## src/rtl/vin_pwmcounter_scheduler.sv

```systemverilog
`timescale 1ns/1ps
// vin_pwmcounter_scheduler: round-robin period measurement over CHANNELS
// pulse inputs, one shared counter, per-channel result slots + valid mask.
//
// Ports:
//   clk        system clock
//   reset      synchronous, active-high reset
//   SIGNAL     [CHANNELS] asynchronous pulse inputs
//   enable     run the scheduler (sampled in IDLE and STORE only)
//   frequency  [CHANNELS*32] per-channel period in clk cycles, slot i at [32*i+:32]
//   valid      [CHANNELS] slot i holds a completed measurement
//   channel    [4] channel currently selected
//   done       one-cycle pulse in the cycle a slot is written
//   busy       high whenever the scheduler is not idle
module vin_pwmcounter_scheduler #(
  parameter int          CHANNELS = 4,
  parameter int unsigned TIMEOUT  = 50000000,
  parameter int          SETTLE   = 4
) (
  input  logic                     clk,
  input  logic                     reset,
  input  logic [CHANNELS-1:0]      SIGNAL,
  input  logic                     enable,
  output logic [CHANNELS*32-1:0]   frequency,
  output logic [CHANNELS-1:0]      valid,
  output logic [3:0]               channel,
  output logic                     done,
  output logic                     busy
);

  typedef enum logic [2:0] {
    S_IDLE,
    S_SETTLE,
    S_ARM,
    S_MEASURE,
    S_STORE
  } state_t;

  localparam logic [31:0] TMAX    = 32'(TIMEOUT - 1);
  localparam logic [31:0] SMAX    = 32'(SETTLE - 1);
  localparam logic [3:0]  CH_LAST = 4'(CHANNELS - 1);

  state_t              state_q;
  logic [CHANNELS-1:0] s1_q;
  logic [CHANNELS-1:0] s2_q;
  logic [CHANNELS-1:0] prev_q;
  logic [31:0]         scount_q;
  logic [31:0]         tcount_q;
  logic [31:0]         count_q;
  logic [31:0]         result_q;
  logic                ok_q;
  logic [31:0]         freq_q [CHANNELS];
  logic [CHANNELS-1:0] valid_q;
  logic [3:0]          channel_q;
  logic                done_q;
  logic                busy_q;

  logic                rise_d;
  logic [3:0]          chan_d;

  // Synchronizers and prev-flops run on every channel all the time, so
  // the prev-flop of a freshly selected channel is already valid.
  always_ff @(posedge clk) begin
    if (reset) begin
      s1_q   <= '0;
      s2_q   <= '0;
      prev_q <= '0;
    end else begin
      s1_q   <= SIGNAL;
      s2_q   <= s1_q;
      prev_q <= s2_q;
    end
  end

  always_comb begin
    rise_d = 1'b0;
    for (int i = 0; i < CHANNELS; i++) begin
      if (channel_q == 4'(i)) rise_d = s2_q[i] & ~prev_q[i];
    end
  end

  assign chan_d = (channel_q == CH_LAST) ? 4'd0 : channel_q + 4'd1;

  always_ff @(posedge clk) begin
    if (reset) begin
      state_q   <= S_IDLE;
      scount_q  <= '0;
      tcount_q  <= '0;
      count_q   <= '0;
      result_q  <= '0;
      ok_q      <= 1'b0;
      valid_q   <= '0;
      channel_q <= '0;
      done_q    <= 1'b0;
      busy_q    <= 1'b0;
      for (int i = 0; i < CHANNELS; i++) freq_q[i] <= '0;
    end else begin
      unique case (state_q)
        S_IDLE: begin
          done_q <= 1'b0;
          if (enable) begin
            state_q  <= S_SETTLE;
            scount_q <= '0;
            busy_q   <= 1'b1;
          end
        end
        S_SETTLE: begin
          if (scount_q == SMAX) begin
            state_q  <= S_ARM;
            tcount_q <= '0;
          end else begin
            scount_q <= scount_q + 32'd1;
          end
        end
        S_ARM: begin
          tcount_q <= tcount_q + 32'd1;
          // A rise in the timeout cycle still starts the measurement.
          if (rise_d) begin
            state_q <= S_MEASURE;
            count_q <= 32'd1;
          end else if (tcount_q == TMAX) begin
            state_q  <= S_STORE;
            result_q <= '0;
            ok_q     <= 1'b0;
            done_q   <= 1'b1;
          end
        end
        S_MEASURE: begin
          tcount_q <= tcount_q + 32'd1;
          count_q  <= count_q + 32'd1;
          if (rise_d) begin
            state_q  <= S_STORE;
            result_q <= count_q;
            ok_q     <= 1'b1;
            done_q   <= 1'b1;
          end else if (tcount_q == TMAX) begin
            state_q  <= S_STORE;
            result_q <= '0;
            ok_q     <= 1'b0;
            done_q   <= 1'b1;
          end
        end
        S_STORE: begin
          for (int i = 0; i < CHANNELS; i++) begin
            if (channel_q == 4'(i)) begin
              freq_q[i]  <= result_q;
              valid_q[i] <= ok_q;
            end
          end
          done_q    <= 1'b0;
          channel_q <= chan_d;
          if (enable) begin
            state_q  <= S_SETTLE;
            scount_q <= '0;
            busy_q   <= 1'b1;
          end else begin
            state_q <= S_IDLE;
            busy_q  <= 1'b0;
          end
        end
        default: begin
          state_q <= S_IDLE;
          done_q  <= 1'b0;
          busy_q  <= 1'b0;
        end
      endcase
    end
  end

  for (genvar g = 0; g < CHANNELS; g++) begin : g_slot
    assign frequency[32*g +: 32] = freq_q[g];
  end

  assign valid   = valid_q;
  assign channel = channel_q;
  assign done    = done_q;
  assign busy    = busy_q;

endmodule
```

## config.mk

```make
export PLATFORM = sky130hd
export DESIGN_NAME = vin_pwmcounter_scheduler
export DESIGN_NICKNAME = d
export VERILOG_FILES = /design/src/rtl/vin_pwmcounter_scheduler.sv
export SDC_FILE = /design/constraint.sdc
export NUM_CORES = 1
export LEC_CHECK = 0
export CAP_MARGIN = 0
export CORE_MARGIN = 2
export CORE_UTILIZATION = 56
export CTS_CLUSTER_DIAMETER = 150
export DETAILED_ROUTE_END_ITERATION = 8
export PLACE_DENSITY = 0.8
export SYNTH_ARGS = -nofsm -noshare
export SYNTH_HDL_FRONTEND = slang
export SYNTH_SLANG_ARGS = --single-unit
```

## constraint.sdc

```tcl
create_clock -name clk -period 3 [get_ports clk]
set_clock_uncertainty 0.05 [all_clocks]
set_input_delay 0.6 -clock clk [delete_from_list [all_inputs] [get_ports clk]]
set_output_delay 0.6 -clock clk [all_outputs]
set_load 0.005 [all_outputs]
```

== Yosys cells after proc, flatten, opt, wreduce, memory -nomap -nowiden ==
Memory sizes are Yosys's and may differ from the RTL's.
Index checks and enable logic that the tools add are counted.
Word-level totals
  flip-flop bits (word level): 154
  RAM bits: 128
  bits of input ports: 7
  memories: 1
Memory list
  freq_q: depth 4, bits a word 32, read ports 4, clocked after memory_dff 0, write ports 4, RTL line 52  | logic [31:0] freq_q [CHANNELS];
Operators by class
  add/sub/neg operators: 4
  equality and inequality tests: 15
  mux-type cells: 56
  bitwise operators: 14
  reductions and logical operators: 19
Operators with widths (number)
  $mux 32: 11
  $pmux 32 s2: 4
  $add 32x1->32 const B: 3
  $eq 32x2->1 const B: 1
  $eq 32x26->1 const B: 1
  $mux 1: 31
  $reduce_and 2->1: 10
  $mux 3: 5
  $pmux 3 s5: 1
  $ne 2x2->1 const B: 5
  $eq 4x2->1 const B: 2
  $eq 3x2->1 const B: 2
  $not 1->1: 6
  $pmux 1 s3: 2
  $reduce_bool 2->1: 3
  $add 4x1->4 const B: 1
  $and 1x1->1: 4
  $eq 4x1->1 const B: 1
  $logic_not 4->1: 1
  $mux 4: 1
  $or 1x1->1: 4
  $reduce_or 2->1: 2
  $eq 3x1->1 const B: 1
  $eq 3x3->1 const B: 1
  other kinds (5): 5

== Logic depth before layout (Yosys ltp) ==
Gate-level depths: netlist (run 1).
  depth in word-level cells: 8
  gate-level depth with buffers: 10
  gate-level depth less buffers: 7

== Worst setup path after synthesis (run 1) ==
OpenSTA, ideal clock, no wires.
  path kind: input to register
  from: in reset
  to: mem freq_q[3][0], enable pin
  library setup time: 0.389 ns
  arrival time: 2.187 ns
  required time: 2.561 ns
  path slack: 0.374 ns
  stages: 5
  buffers on the path: 3
  cell sequence: clkbuf_1 -> clkbuf_1 -> buf_1 -> a21oi_1 -> inv_1
RTL lines
  from (decl): RTL line 21  | input logic reset,
  to (decl): RTL line 52

== Final worst setup path (run 1) ==
  from: reg tcount_q[0]
  to: reg tcount_q[24]
Between the ends
  cells in the longest elaborated chain, start to end: 2
Ends and longest elaborated chain
  from (decl): RTL line 48  | logic [31:0] tcount_q;
  from (signal assigned): RTL line 116  | tcount_q <= tcount_q + 32'd1;
  from (signal assigned): RTL line 129  | tcount_q <= tcount_q + 32'd1;
  $add 32x1->32: RTL line 116, 129
  $pmux 32 s2: RTL line 98  | unique case (state_q)
Every way passes these cells.
A chain may end at the register's enable or synchronous reset.

==> flow_summary_export.csv, run 1 <==
group,metric,value,unit
setup_path,worstPathRequired,3350,ps
synthesis,synthCells,1150,
hold_path,min_to,"s2_q[1]",
sta,drv_slew,0,
drt,drc,0,
synthesis,synthTopCellsByArea,"edfxtp_1 (32%), dfxtp_1 (25%), and3_1 (7.0%)",
sta,tightestPinTransition,1190,ps
setup_path,crit_slowest_cell,"or4_1",
sta,rsz0062_at_grt,"no",
floorplanning,placementRows,53,
pwr,peakVddDrop,0.000602,V
setup_path,critPathArrivalTime,2980,ps
setup_path,path_max_fanout,7,
synthesis,synth_top_area_share,0.317,
placed_design,routabilityCongestion,0.909,
synthesis,ys_warn_count,0,
clock_tree,h-tree-depth,1,
clock_tree,hold_buffers,0,
global_routing,antenna_found_initial,0,
global_routing,grt.total_usage,0.250,
clock_tree,cts_resized,0,
hold_path,holdCritPathClass,"reg -> reg",
final_layout,area_growth,22.9,%
drt,drtIter0Drc,850,
synthesis,synth.largest_area_cell,"edfxtp_1",
synthesis,synth_common_cells,"dfxtp_1 (154), and3_1 (135), edfxtp_1 (128)",
synthesis,synth-seq-cells,282,
final_layout,post-route-util,0.705,
final_layout,drive_gt1_frac,0.0851,
status,status,"completed",
hold_path,min_path_cells,1,
drt,drtPass1Iterations,6,
sta,tns,0,ps
setup_path,rrSetupSlack,370,ps
drt,viasPerCell,6.16,
placed_design,place_area,13900,sq um
setup_path,critical_path.top_delay_family,"simple AND/OR/NAND/NOR gates",
setup_path,rr_endpoint,"tcount_q[24]",
run,drv_cap,0,
sta,min_period,2630,ps
sta,finalCritPeriodShare,0.877,
pwr,total_power,8.25,mW
setup_path,end_kind,"flip-flop",
final_layout,fin_area,14900,sq um
pwr,leakage,5.43,nW
final_layout,antenna_cells,0,
floorplanning,core_area,21200,sq um
pwr,p_per_area,553,nW/um^2
clock_tree,postCtsSetupBuffers,0,
global_routing,grt_pass1_vias,8979,
synthesis,synth_flop_cell,"dfxtp_1",
final_layout,n_fill_cell,1477,
setup_path,crit_buf_inv,0,
clock_tree,cts_root_buf,"clkbuf_16",
sta,hold_viol_final,0,
synthesis,synth_edf_count,128,
floorplanning,initial_core_util,0.573,
synthesis,ys_seq_area_frac,0.571,
clock_tree,clk_latency,540,ps
synthesis,ys_async_sr_fraction,0,
setup_path,rr_worst_depth,6,
synthesis,ys_types,62,
clock_tree,cts_tree,"yes",
clock_tree,clock_path_buffers,3,
sta,finalSetupViolCount,0,
floorplanning,die_w,151,microns
setup_path,path_cells,"ha_1 > nand2_1 > or4_1 > or3_1 > a2111oi_0 > nor2_1",
clock_tree,clk_pin_slew_worst_paths,60,ps
clock_tree,clock-sinks,282,
sta,clock.fmax,380,MHz
hold_path,hold_path_startpoint,"s1_q[1]",
drt,wl_per_cell,18.1,microns
synthesis,syn_nets,1164,
floorplanning,dieArea,22800,sq um
synthesis,synth_most_common_cell,"dfxtp_1",
final_layout,stdcell_count,1579,
setup_path,crit_type,"reg -> reg",
setup_path,r2r_start,"tcount_q[0]",
drt,ant_nets,0,
sta,slew_headroom,0.206,
synthesis,synth.avg_cell_area,10.5,sq um
floorplanning,fp.dieH,151,microns
clock_tree,numCtsBuffers,28,
placed_design,dp_cells,1527,
setup_path,cp-start-kind,"flip-flop",
final_layout,nNetsFinal,1296,
global_routing,overflow,0,
floorplanning,io_pins,145,
drt,wirelength,28.6,mm
synthesis,syn-cell-area,12100,sq um
drt,vias,9722,
global_routing,grt_pass1_wl,46.2,mm
global_routing,grt_max_degree,133,
placed_design,place_hpwl,18.4,mm
placed_design,io_buffers,144,
setup_path,max_stage_delay,670,ps
cells in the final DEF, fill, tap and decap left out, types with 32 or more instances in the layout:
| master | n |
|---|---|
| edfxtp_1 | 128 |
| dfxtp_1 | 154 |
| nand3_1 | 41 |
| nor2_1 | 64 |
| a32o_1 | 32 |
| nor2b_1 | 41 |
| o21ai_0 | 40 |
| clkdlybuf4s50_1 | 143 |
| buf_4 | 35 |
| nand2_1 | 56 |
| a21oi_1 | 50 |
| and3_1 | 135 |
power breakdown:
group          switching (mW)  internal [mW]  total, mW
Sequential             0.0456           4.09       4.13
Combinational           0.273          0.190      0.463
Clock                    1.45           2.20       3.65
flip-flops by register name (all words and copies together) (netlist names):
register  flops
busy          1
channel       4
count_q      32
done          1
freq_q      128
ok_q          1
prev_q        4
result_q     32
s1_q          4
s2_q          4
scount_q     32
state_q       3
tcount_q     32
valid         4
metal layers:
layer	track usage	part of all wire
met1	0.338	0.42
met3	0.0301	0.069
met4	0.0678	0.024
met5	0	0
met2	0.431	0.49
cells by family (layout without fill, tap and decap cells):
kind of cell / count (synthesis) / in the layout / synth area share
buffers and inverters: 109 / 263 / 0.0343
AND/OR/NAND/NOR: 509 / 509 / 0.241
flip-flops: 282 / 282 / 0.571
adder cells (fa/ha/maj): 7 / 7 / 0.00722
multiplexers: 6 / 6 / 0.00495
XOR/XNOR: 28 / 28 / 0.0202
AO/OA/AOI/OAI: 209 / 209 / 0.121
final cells by class:
class | instances | area, sq um | share of cell area
Timing Repair Buffer | 181 | 1740 | 0.117
Multi-Input combinational cell | 759 | 4800 | 0.322
Tap cell | 275 | 344 | 0.0231
Inverter | 30 | 113 | 0.00756
Clock buffer | 40 | 837 | 0.0562
Sequential cell | 282 | 6930 | 0.465
Clock inverter | 12 | 149 | 0.00999
worst max-delay path by stage:
stage                     start  slack [ps]            to  cells after the start
global route        tcount_q[0]         210  tcount_q[24]                      6
floorplan                 reset         370  freq_q[3][0]                      5
global placement         enable         530  scount_q[14]                      5
CTS                 tcount_q[0]         450  tcount_q[24]                      6
detailed placement  tcount_q[0]         490          ok_q                      6
finish              tcount_q[0]         370  tcount_q[24]                      6
per-stage QoR:
stage / worst slack (ps) / hold WS (ps)
floorplan: 374 / 360
CTS: 446 / 390
finish: 370 / 384
global placement: 528 / 370
global route: 213 / 419
detailed placement: 486 / 375
Power figures use the tool's default switching activity.
==> inputs of run 2 (changes only) <==
CORE_UTILIZATION = 60   (was 56)
CTS_CLUSTER_SIZE = 28   (was default)
PLACE_DENSITY = 0.85   (was 0.8)
REMOVE_ABC_BUFFERS = 1   (was default)
clock period = 3.4 ns   (was 3 ns; I/O delays follow)
==> run 2 against run 1 <==
Wire length fell by 3.1%. Global-route usage rose by 0.14 points. Final area fell by 4.1%. Final cell count fell by 2.5%. Sequential power fell by 12%. Sequential cell count did not move. Utilization rose by 0.88 points. Largest power group unchanged. Clock-buffer cell count fell by 18. Critical endpoint is now count_q[23].
==> flow_summary_export.csv, run 2 (synthesized netlist as in run 1, its figures left out) <==
group,metric,value,unit
setup_path,critPathArrivalTime,2870,ps
sta,layout_setup_ws,831,ps
clock_tree,postCtsSetupBuffers,0,
status,status,"completed",
final_layout,layout.area.seq,6930,sq um
drt,drtIter0Drc,815,
clock_tree,clk_latency,490,ps
setup_path,worstPathRequired,3700,ps
drt,drc,0,
clock_tree,hold_buffers,0,
final_layout,antenna_cells,0,
setup_path,crit_type,"reg -> reg",
setup_path,rr_worst_depth,7,
drt,ant_nets,0,
floorplanning,initial_core_util,0.605,
global_routing,overflow,0,
floorplanning,dieArea,21400,sq um
floorplanning,io_pins,145,
final_layout,drive_gt1_frac,0.0598,
floorplanning,placementRows,52,
global_routing,antenna_found_initial,0,
drt,route.met3.wl,1.30,mm
final_layout,most-common-layout-cells,"dfxtp_1 (154), clkdlybuf4s50_1 (143), and3_1 (135)",
final_layout,area_growth,17.9,%
hold_path,min_path_cells,1,
pwr,total_power,5.92,mW
sta,finalSetupViolCount,0,
final_layout,largest_reg_flops,128,
global_routing,grt_pass1_vias,9000,
final_layout,regMostFlops,"freq_q",
clock_tree,cts_resized,0,
run,drv_cap,0,
floorplanning,die_w,146,microns
setup_path,crit_slowest_cell,"ha_1",
final_layout,n_fill_cell,1481,
final_layout,post-route-util,0.713,
sta,tightestPinTransition,1160,ps
setup_path,cp-start-kind,"flip-flop",
drt,vias,9483,
drt,wl_met1,11.5,mm
placed_design,place_hpwl,18.5,mm
placed_design,io_buffers,144,
placed_design,preCtsSetupSlack,784,ps
clock_tree,clock-sinks,282,
placed_design,routabilityCongestion,0.926,
final_layout,nNetsFinal,1277,
floorplanning,core_area,20000,sq um
setup_path,rrSetupSlack,830,ps
setup_path,path_max_fanout,17,
clock_tree,clock_path_buffers,3,
setup_path,end_kind,"flip-flop",
hold_path,holdCritPathClass,"reg -> reg",
pwr,leakage,5.12,nW
clock_tree,numCtsBuffers,14,
clock_tree,cts_tree,"yes",
drt,wl_per_cell,18.0,microns
setup_path,rr_endpoint,"count_q[23]",
sta,tns,0,ps
sta,drv_slew,0,
pwr,peakVddDrop,0.000304,V
setup_path,path_cells,"ha_1 > nand3b_1 > nor3_1 > a31oi_2 > buf_4 > o21ai_1 > o21ai_0",
hold_path,hold_path_startpoint,"s1_q[0]",
sta,rsz0062_at_grt,"no",
final_layout,multi_input_area,4800,sq um
global_routing,grt_pass1_wl,44.9,mm
sta,slew_headroom,0.222,
clock_tree,h-tree-depth,1,
sta,hold_viol_final,0,
drt,wl_met2,14.1,mm
sta,min_period,2570,ps
drt,top_layer,"met4",
clock_tree,clk_pin_slew_worst_paths,110,ps
sta,clock.fmax,389,MHz
setup_path,max_stage_delay,530,ps
drt,drtPass1Iterations,6,
global_routing,grt_max_degree,133,
pwr,p_per_area,414,nW/um^2
setup_path,r2r_start,"channel[0]",
sta,finalCritPeriodShare,0.755,
final_layout,final_common_cell,"dfxtp_1",
drt,viasPerCell,6.16,
drt,wirelength,27.7,mm
hold_path,min_to,"s2_q[0]",
floorplanning,fp.dieH,146,microns
clock_tree,cts_root_buf,"clkbuf_16",
global_routing,grt.total_usage,0.252,
-- run 2: cell types whose count changed in the layout (fill, tap and decap cells not counted), sizes merged --
cell      change
buf           -5
bufinv        -3
clkbuf       -18
clkinv        -4
clkinvlp      -2
inv           -2
-- run 2: how the worst max path moves through the flow --
stage,startpoint,end,slack (ps)
floorplan,state_q[0],freq_q[0][0],-2700
global route,scount_q[0],tcount_q[4],680
CTS,channel[0],result_q[5],860
finish,channel[0],count_q[23],830
detailed placement,enable,scount_q[18],780
global placement,enable,scount_q[0],810
-- run 2: per-stage QoR --
step                cell area, sq um  hold WS [ps]  std cells
finish                         14300           408       1540
global route                   14300           415       1540
CTS                            14300           408       1540
detailed placement             13900           381       1517
global placement               13900           370       1517
floorplan                      11800           357       1071
-- run 2: critical path: cells and delay by family, from the launching register on --
kind,cells,cell delay (ps)
AO/OA/AOI/OAI,3,760
adder cells (fa/ha/maj),1,530
buffers and inverters,1,240
flip-flops,1,460
AND/OR/NAND/NOR,2,380
-- run 2: area by class of cell --
type,instances,area share
inverters,30,0.00788
repair buffers,176,0.118
clock inverters,1,0.00210
flip-flops and latches,282,0.485
well taps,270,0.0236
clock buffers,22,0.0281
multi-input cells,759,0.336
-- run 2: metal layers --
layer  vias up  global-route usage
met5         -                   0
met1      4596               0.327
li1       4563                   -
met3        54              0.0297
met4         0              0.0752
met2       270               0.446
-- run 2: power by group --
part           total [mW]  switching (mW)  internal, mW
clock                1.87            1.03         0.844
combinational       0.402           0.242         0.160
sequential           3.65          0.0410          3.60
total                5.92            1.31          4.61
==> inputs of run 3 (changes only) <==
CORE_UTILIZATION = 56   (was 60)
PLACE_DENSITY = 0.8   (was 0.85)
clock period = 2.65 ns   (was 3.4 ns; I/O delays follow)
==> run 3 against run 2 <==
Non-clock buffer count up 22. Register-to-register slack got worse by 680 ps. Sequential share of layout area down 0.82 points. Die area is 6.9% higher. Global-route usage shrank 0.92 points. Critical path type unchanged. Largest cell class unchanged. Largest power group unchanged.
==> flow_summary_export.csv, run 3 (synthesized netlist as in run 1, its figures left out) <==
group,metric,value,unit
clock_tree,cts_root_buf,"clkbuf_16",
setup_path,end_kind,"flip-flop",
floorplanning,die_w,151,microns
setup_path,worstPathRequired,3020,ps
final_layout,drive_gt1_frac,0.0759,
drt,wirelength,28.2,mm
setup_path,rrSetupSlack,160,ps
global_routing,grt_max_degree,133,
clock_tree,hold_buffers,0,
drt,drtIter0Drc,758,
global_routing,overflow,0,
setup_path,critPathLaunch,"tcount_q[0]",
sta,clock.fmax,401,MHz
floorplanning,dieArea,22800,sq um
global_routing,grt.total_usage,0.243,
clock_tree,clk_latency,490,ps
global_routing,top_usage_layer,"met2",
final_layout,antenna_cells,0,
clock_tree,clock_path_buffers,3,
final_layout,nNetsFinal,1299,
setup_path,r2r_start,"tcount_q[0]",
sta,drv_slew,0,
placed_design,io_buffers,144,
floorplanning,placementRows,53,
clock_tree,cts_tree,"yes",
pwr,p_sw_frac,0.222,
sta,slew_headroom,0.513,
pwr,pwr-share-seq,0.610,
final_layout,largest_reg_flops,128,
setup_path,rr_endpoint,"tcount_q[28]",
final_layout,stdcell_count,1567,
global_routing,use_met2,0.429,
sta,min_period,2490,ps
floorplanning,io_pins,145,
pwr,intPower,5.96,mW
setup_path,cp-start-kind,"flip-flop",
drt,vias,9581,
pwr,p_sw,1.70,mW
setup_path,worstSetupEndpoint,"tcount_q[28]",
hold_path,holdCritPathClass,"reg -> reg",
pwr,p_per_area,527,nW/um^2
global_routing,use_met1,0.321,
sta,rsz0062_at_grt,"no",
drt,drc,0,
clock_tree,clk_pin_slew_worst_paths,110,ps
pwr,peakVddDrop,0.000359,V
floorplanning,fp.dieH,151,microns
final_layout,area_growth,19.9,%
setup_path,crit_type,"reg -> reg",
final_layout,most-common-layout-cells,"dfxtp_1 (154), clkdlybuf4s50_1 (143), and3_1 (135)",
sta,finalCritPeriodShare,0.941,
sta,tightestPinTransition,725,ps
global_routing,grt_pass1_wl,44.7,mm
drt,wl_per_cell,18.0,microns
final_layout,final_common_cell,"dfxtp_1",
placed_design,place_hpwl,18.8,mm
drt,drtPass1Iterations,5,
global_routing,antenna_found_initial,0,
drt,viasPerCell,6.11,
sta,finalSetupViolCount,0,
placed_design,routabilityCongestion,0.903,
sta,hold_viol_final,0,
pwr,p_clk_frac,0.314,
run,drv_cap,0,
clock_tree,postCtsSetupBuffers,0,
setup_path,path_max_fanout,5,
sta,layout_setup_ws,156,ps
global_routing,grt_pass1_vias,8812,
pwr,total_power,7.66,mW
floorplanning,initial_core_util,0.573,
clock_tree,h-tree-depth,1,
pwr,power_frac_comb,0.077,
placed_design,dp_cells,1544,
drt,ant_nets,0,
placed_design,preCtsSetupSlack,138,ps
clock_tree,clock-sinks,282,
floorplanning,core_area,21200,sq um
global_routing,grt_util_met3,0.0238,
setup_path,rr_worst_depth,6,
pwr,leakage,5.26,nW
status,status,"completed",
final_layout,regMostFlops,"freq_q",
setup_path,critPathArrivalTime,2860,ps
clock_tree,numCtsBuffers,14,
## run 3: cell count changes in the layout (fill, tap and decap cells not counted), sizes merged
cell | previous run | this run
buf | 33 | 55
## run 3: final cells by class
class / count / area (sq um)
clock inverter: 1 / 30.0
timing repair buffer: 198 / 1930
sequential: 282 / 6930
multi-input combinational: 759 / 4800
clock buffer: 22 / 402
inverter: 30 / 113
fill: 1577 / 6610
tap: 275 / 344
## run 3: critical path, stage by stage, from the launching register on
cell and delay (ps):
dfxtp_1 410, ha_1 240, nand2_1 130, or4_4 540, or3_1 400, or4_1 470
a31oi_1 160
## run 3: stage by stage
| step | cell area [sq um] | hold WS (ps) | util | TNS, ps |
|---|---|---|---|---|
| final | 14500 | 396 | 0.687 | 0 |
| after global routing | 14500 | 424 | 0.687 | 0 |
| after CTS | 14500 | 401 | 0.687 | 0 |
| after detailed placement | 14100 | 381 | 0.667 | 0 |
| after global placement | 14100 | 369 | 0.667 | 0 |
| after floorplan | 11800 | 357 | - | -477700 |
## run 3: worst min path at each step
stage               startpoint   endpoint  depth (start not counted)
detailed placement     s1_q[0]    s2_q[0]                          1
global placement       s1_q[3]    s2_q[3]                          1
CTS                    s2_q[2]  prev_q[2]                          2
finish                 s2_q[2]  prev_q[2]                          2
floorplan              s2_q[2]  prev_q[2]                          2
global route           s1_q[0]    s2_q[0]                          1
## run 3: power by group through the flow
stage          Clock (mW)  Combinational (mW)  Sequential [mW]
2_1_floorplan           0               0.196             4.77
3_3_place_gp            0               0.575             4.77
3_5_place_dp            0               0.582             4.77
4_1_cts              2.46               0.586             4.67
5_1_grt              2.63               0.632             4.68
6_report             2.40               0.587             4.67
## run 3: what timing repair did
action                     CTS  global route
resized for setup            0             2
hold endpoints to repair     0             0
setup endpoints to repair    0             2
## run 3: metal layers
metal  part of all wire  routed length (microns)
met5                  0                        0
met4              0.022                      619
met3              0.048                     1350
met2               0.50                    14200
met1               0.43                    12100
